## src/rtl/mem_stage.sv

```systemverilog
// mem_stage: EX/MEM latch, data-memory load/store handshake, load alignment and MEM/WB register
module mem_stage #(
    parameter int MAX_WAIT = 16
) (
    input  logic        clk,
    input  logic        rst_n,
    input  logic        ex_valid,
    input  logic [31:0] ex_alu,
    input  logic [31:0] ex_rd2,
    input  logic [2:0]  ex_funct3,
    input  logic        ex_load,
    input  logic        ex_store,
    input  logic        ex_we,
    input  logic [4:0]  ex_wa,
    output logic        mem_stall,
    output logic        dmem_req,
    output logic        dmem_we,
    output logic [31:0] dmem_addr,
    output logic [3:0]  dmem_be,
    output logic [31:0] dmem_wdata,
    input  logic [31:0] dmem_rdata,
    input  logic        dmem_ack,
    output logic        wb_valid,
    output logic        wb_we,
    output logic [4:0]  wb_wa,
    output logic [31:0] wb_wd,
    output logic        wb_fault
);
    localparam logic [0:0] IDLE   = 1'b0;
    localparam logic [0:0] ACCESS = 1'b1;
    localparam int CW = $clog2(MAX_WAIT + 1);

    logic [0:0]    r_state;
    logic [CW-1:0] r_cnt;
    logic          r_valid, r_load, r_store, r_we;
    logic [31:0]   r_alu, r_rd2;
    logic [2:0]    r_f3;
    logic [4:0]    r_wa;
    logic          w_access, w_acc, w_ex_mem, w_tmo, w_retire, w_m_mis, w_fault;
    logic [31:0]   w_lane, w_ld;

    function automatic logic mis(input logic [1:0] sz, input logic [1:0] a);
        return (sz == 2'b01 && a[0]) || (sz == 2'b10 && a != 2'b00);
    endfunction

    assign w_access   = r_state == ACCESS;
    assign mem_stall  = w_access && !dmem_ack;
    assign w_acc      = ex_valid && !mem_stall;
    assign w_ex_mem   = (ex_load || ex_store) && !mis(ex_funct3[1:0], ex_alu[1:0]);
    assign w_tmo      = w_access && !dmem_ack && r_cnt == CW'(MAX_WAIT - 1);
    assign w_retire   = w_access ? (dmem_ack || w_tmo) : r_valid;
    assign w_m_mis    = (r_load || r_store) && mis(r_f3[1:0], r_alu[1:0]);
    assign w_fault    = w_access ? w_tmo : w_m_mis;

    assign dmem_req   = w_access;
    assign dmem_we    = w_access && r_store;
    assign dmem_addr  = w_access ? {r_alu[31:2], 2'b00} : 32'h0;
    assign dmem_be    = !w_access ? 4'b0000 :
                        r_f3[1:0] == 2'b00 ? 4'b0001 << r_alu[1:0] :
                        r_f3[1:0] == 2'b01 ? (r_alu[1] ? 4'b1100 : 4'b0011) : 4'b1111;
    assign dmem_wdata = !w_access ? 32'h0 :
                        r_f3[1:0] == 2'b00 ? {4{r_rd2[7:0]}} :
                        r_f3[1:0] == 2'b01 ? {2{r_rd2[15:0]}} : r_rd2;

    // funct3[2] set means unsigned; halfword lanes are 2-aligned so the same shift serves both sizes
    assign w_lane = dmem_rdata >> {r_alu[1:0], 3'b000};
    assign w_ld   = r_f3[1:0] == 2'b00 ? {{24{w_lane[7] && !r_f3[2]}}, w_lane[7:0]} :
                    r_f3[1:0] == 2'b01 ? {{16{w_lane[15] && !r_f3[2]}}, w_lane[15:0]} : dmem_rdata;

    always_ff @(posedge clk or negedge rst_n) begin
        if (!rst_n) begin
            r_state <= IDLE;
            r_cnt   <= '0;
            r_valid <= 1'b0;
            r_load  <= 1'b0;
            r_store <= 1'b0;
            r_we    <= 1'b0;
            r_alu   <= 32'h0;
            r_rd2   <= 32'h0;
            r_f3    <= 3'b000;
            r_wa    <= 5'd0;
        end else if (w_access && !w_retire) begin
            r_cnt <= r_cnt + 1'b1;
        end else begin
            r_state <= (w_acc && w_ex_mem) ? ACCESS : IDLE;
            r_cnt   <= '0;
            r_valid <= w_acc;
            if (w_acc) begin
                r_load  <= ex_load;
                r_store <= ex_store;
                r_we    <= ex_we;
                r_alu   <= ex_alu;
                r_rd2   <= ex_rd2;
                r_f3    <= ex_funct3;
                r_wa    <= ex_wa;
            end
        end
    end

    always_ff @(posedge clk or negedge rst_n) begin
        if (!rst_n) begin
            wb_valid <= 1'b0;
            wb_we    <= 1'b0;
            wb_wa    <= 5'd0;
            wb_wd    <= 32'h0;
            wb_fault <= 1'b0;
        end else begin
            wb_valid <= w_retire;
            wb_we    <= w_retire && r_we && !r_store && !w_fault;
            wb_fault <= w_retire && w_fault;
            if (w_retire) begin
                wb_wa <= r_wa;
                wb_wd <= (w_fault || r_store) ? 32'h0 : r_load ? w_ld : r_alu;
            end
        end
    end
endmodule

```

## config.mk

```make
export PLATFORM = sky130hd
export DESIGN_NAME = mem_stage
export DESIGN_NICKNAME = d
export VERILOG_FILES = /design/src/rtl/mem_stage.sv
export SDC_FILE = /design/constraint.sdc
export NUM_CORES = 1
export LEC_CHECK = 0
export ABC_AREA = 1
export BUFFER_PORTS_ARGS = -buffer_cell sky130_fd_sc_hd__clkbuf_2
export CAP_MARGIN = 15
export CORE_ASPECT_RATIO = 1.2
export CORE_MARGIN = 8
export CORE_UTILIZATION = 57
export CTS_BUF_LIST = sky130_fd_sc_hd__clkbuf_4 sky130_fd_sc_hd__clkbuf_8
export CTS_CLUSTER_SIZE = 16
export DETAILED_ROUTE_END_ITERATION = 10
export MAX_ROUTING_LAYER = met4
export PLACE_DENSITY = 0.87
export SETUP_SLACK_MARGIN = 0.02
export SKIP_CTS_REPAIR_TIMING = 1
export SYNTH_ARGS = -nofsm -noshare
export SYNTH_HDL_FRONTEND = slang
export SYNTH_SLANG_ARGS = --single-unit
```

## constraint.sdc

```tcl
create_clock -name clk -period 3.39 [get_ports clk]
set_clock_uncertainty 0.2 [all_clocks]
set_input_delay 0.5085 -clock clk [delete_from_list [all_inputs] [get_ports clk]]
set_output_delay 0.5085 -clock clk [all_outputs]
set_load 0.01 [all_outputs]
```

Yosys cells after proc, flatten, opt, wreduce, memory -nomap -nowiden
Cells that the tools add are included.

Register bits after elaboration: 122. Bits in latches: 0. RAM bits: 0. ROM bits: 0. Input bits: 111. Output and inout bits: 111. Logic and storage cells: 75. Memories: 0.

Add/sub/neg operators: 1. Multipliers: 0. Div/mod/pow operators: 0. $lt $le $gt $ge: 0. Equal/unequal tests: 5. Shifts and indexed selects: 2. Multiplexer cells: 16. Bitwise gates (word level): 1. Reduce and logical (&&, ||, !) cells: 35.

Operators by type and width (count): 32-bit 2-to-1 mux (8); 32-bit by 5-bit right shift with 16-bit output (1); 1-bit logical AND (18); 4-bit 2-to-1 mux (4); 1-bit logical NOT (7); 1-bit logical OR (6); 5-bit by 1-bit adder with 5-bit output (second input constant) (1); 5-bit by 4-bit == test with 1-bit output (second input constant) (1); 5-bit 2-to-1 mux (1); 2-bit by 1-bit == test with 1-bit output (second input constant) (2); 2-bit == test (second input constant) (2); 2-bit nonzero test (2); 1-bit by 2-bit left shift with 4-bit output (first input constant) (1); 1-bit 2-to-1 mux (3); 2-bit logical NOT (1); 2-bit AND reduction (1); 1-bit NOT (1).

Longest topological paths before layout
Word-level depth: 9. Gate-level depth with buffers: 13. Depth with buffers taken out: 12.

Least setup slack after synthesis
OpenSTA, ideal clock, no wires.

Kind: reg2out. Start point: register r_f3[0]. End point: output port dmem_wdata[10]. Arrival time: 1.287 ns. Data required time: 2.681 ns. Slack: 1.395 ns. Cell stages (with the launch flop): 5. Buffers on the path: 1. Path through: dfrtp_1 -> nor2_1 -> clkbuf_1 -> nand2_1 -> a21oi_1.

Cells in the longest elaborated chain, start to end: 3.

Ends and longest elaborated chain: start, declared (RTL line 37) `logic [2:0] r_f3;`; start signal, assigned (RTL line 94) `r_f3 <= ex_funct3;`; 2-bit logical NOT (RTL line 62) `r_f3[1:0] == 2'b00 ? {4{r_rd2[7:0]}} :`; 32-bit 2-to-1 mux (RTL line 62); 32-bit 2-to-1 mux (RTL line 61) `assign dmem_wdata = !w_access ? 32'h0 :`; end, declared (RTL line 20) `output logic [31:0] dmem_wdata,`.

No other way between the ends.

Final worst setup path
Start point: register r_f3[1]. End point: output port dmem_wdata[14].

Same word-level chain as after synthesis.

==> results.md <==
- Vias per inst: 5.18
- WL met3: 1.56 mm
- Post-synth EDFFs: 0
- Cell variety after synth: 34
- DRC Markers: 0
- Startpoint Class: flop
- Fmax achieved: about 0.36 GHz
- Leakage: approximately 5 nW
- Gr usage total: about 28%
- Worst-Skew Late Latency: between 400 and 500 ps
- Drt initial violations: a little over 500
- Post-synthesis cell area: 0.00656 mm²
- Reg2reg path depth: 10
- Largest net degree at the start of global routing: 74
- DR vias: slightly below 7000
- Worst path slowest cell: dfrtp_1
- Yosys reg bits: between 100 and 150
- Status: finished clean
- Post-route cell area: slightly above 0.008 mm²
- Share of cells above drive strength 1: a little over a quarter
- First-pass GRT wire length: approximately 33 mm
- TritonCTS Buffers: 17
- Routed met1 length: approximately 8.4 mm
- Reg clk slew, reported paths: 70 ps
- Worst hold path type: in2reg
- Worst hold margin: 70.5 ps
- Synth Instances: 952
- GP Congestion: approximately 0.95
- Min-delay src: ex_alu[3]
- Cell Int Power: 3.00 mW
- Final count of pins violating max slew: 0
- Worst path bufs/invs: 4
- Rel. slew slack: 48.7%
- Synth Warn #: 0
- Logic pwr share: approximately a third
- Root Driver: clkbuf_8
- Final WL: 20.6 mm
- Worst Hold End: r_alu[3]
- R2R Path End: wb_wd[7]
- Placed Area: between 0.007 and 0.008 mm²
- CTS tree: yes
- Reg2Reg Setup Slack: slightly below 1000 ps
- CP max stage delay: 580 ps
- Worst-Margin Slew: 770 ps
- Clock power share: ~27%
- Core area: approximately 0.011 mm²
- Die width: 114 µm
- PD cells: between 500 and 600 mW/mm²
- # rows: 43
- NetSw: approximately 1.7 mW
- CP top delay family: buffers and inverters
- H-tree levels: 4
- Metal2 WL: around 10 mm
- Synth async-reset ratio: 100%
- Total grt overflow: 0
- CP Cell Sequence: inv_2 > buf_4 > nand2_1 > nor2_1 > inv_1 > a21oi_1 > clkbuf_2
- Commonest non-fill, non-tap cells in the layout: nand2_1 (478), clkbuf_2 (218), dfrtp_1 (121)
- Initial Util: between 50% and 60%
- PortBufs: around 220
- RSZ-0062 raised after global routing: no
- CP required: around 2700 ps
- Area growth, synth to finish: 24.0%
- Main synth FF type: dfrtp_1
- Setup TNS: 0 ps
- Hold Vio Cnt, Final: 0
- Detailed placement HPWL: roughly 15 mm
- Critical path class: reg2out
- Die footprint: 0.0152 mm²
- Post-synthesis sequential area ratio: approximately 47%
- Length of the first detailed-routing pass in iterations: 7
- Shortest period the worst path allows: 2810 ps
- Sequential power share: around two fifths
- Critical Path Sink Type: primary output
- Commonest non-fill, non-tap cell in the layout: nand2_1
- Sink Count: 122
- Routed len/inst: ~16 µm
- Layout Nets: about 1300
- Worst r2r src: r_f3[1]
- DR top layer: met4
- Initial antenna violation count: 0
- Clk buf depth: 2
- Sw Ratio: 36.8%
- N_diodes: 0
- Critical Path Fanout Max: 29
- Max Cap Viol: 0
- Vias in the first global route: roughly 6700
- Peak supply drop: 0.000306 V
- Die H: around 130 µm
- Hold depth: 3
- IO Pins: around 220
- Antenna Violating Nets Remaining: 0
- Syn_area_per_cell: about 6.9 µm²
- CP arrival: approximately 2100 ps
- Final worst path period share: between 80% and 90%
- Count of final setup violators: 0
## Yosys cell counts, drive strengths merged (3+ instances only)
library cell | count | share of area [%]
nand2 | 485 | 28
dfrtp | 122 | 47
inv | 84 | 4.9
nand3 | 56 | 4.3
nor2 | 52 | 3.2
o21ai | 33 | 2.6
buf | 28 | 2.5
clkbuf | 23 | 1.3
a21oi | 22 | 1.7
or2 | 21 | 2.0
o22ai | 8 | 0.76
o211ai | 4 | 0.46
clkinv | 3 | 0.17
## stage by stage
stage / util (%) / worst slack, ps / cells / power [mW]
3_5_place_dp: 67.8 / 1010 / 1290 / 3.48
6_report: 71.4 / 584 / 1323 / 4.75
3_3_place_gp: 67.8 / 1050 / 1290 / 3.44
2_1_floorplan: - / 1390 / 953 / 2.86
4_1_cts: 71.3 / 596 / 1322 / 4.76
5_1_grt: 71.4 / 459 / 1323 / 5.04
## worst max-delay path by stage
stage	startpoint	end	slack, ps	depth (start not counted)
floorplan	r_f3[0]	dmem_wdata[10]	1390	4
global placement	r_f3[1]	wb_wd[7]	1050	10
detailed placement	r_cnt[0]	wb_wd[7]	1010	12
CTS	r_f3[1]	dmem_wdata[14]	600	7
global route	r_f3[1]	dmem_wdata[14]	460	7
finish	r_f3[1]	dmem_wdata[14]	580	7
## metal layers
| metal | up-vias | GRT usage (%) |
|---|---|---|
| met3 | 36 | 5.93 |
| met1 | 3175 | 34.2 |
| met4 | 0 | 9.27 |
| li1 | 3306 | - |
| met5 | - | - |
| met2 | 330 | 46.6 |
## power by group through the flow
stage          sequential [mW]  clock (mW)  combinational, mW
2_1_floorplan             1.97           0              0.884
3_3_place_gp              1.95           0               1.49
3_5_place_dp              1.96           0               1.52
4_1_cts                   1.94        1.30               1.53
5_1_grt                   1.98        1.36               1.70
6_report                  1.94        1.29               1.52
## area by class of cell
cell class / count / area, µm²
inverter: 87 / 332
sequential: 122 / 3050
multi-input combinational: 693 / 2950
timing repair buffer: 232 / 1210
tap: 157 / 196
clock inverter: 8 / 95.1
fill: 989 / 3270
clock buffer: 24 / 299
## flip-flops by register name (all words and copies together) (netlist names)
name and flops:
r_valid 1, r_we 1, wb_valid 1, r_alu 32, r_f3 3, r_store 1, wb_fault 1, r_cnt 5
r_load 1, r_wa 5, wb_we 1, r_rd2 32, dmem_req 1, wb_wa 5, wb_wd 32
## worst reg2reg max path, stage by stage, from the launching register on
cell and delay [ps]:
dfrtp_1 690, inv_2 110, nand2_4 130, inv_2 120, nand2_1 80, o21ai_1 70, nand2_1 130, nand2_2 80
nor2_4 490, o211ai_1 180, nand2_1 90
## kinds of logic after synthesis
family	Yosys count	synth area share, %
AND/OR/NAND/NOR	617	38.1
buffers and inverters	138	8.85
adder cells (fa/ha/maj)	2	0.381
XOR/XNOR	1	0.133
other	1	0.0571
flip-flops	122	46.5
AO/OA/AOI/OAI	71	5.99
Note: power is estimated with default switching activity, not from simulation.
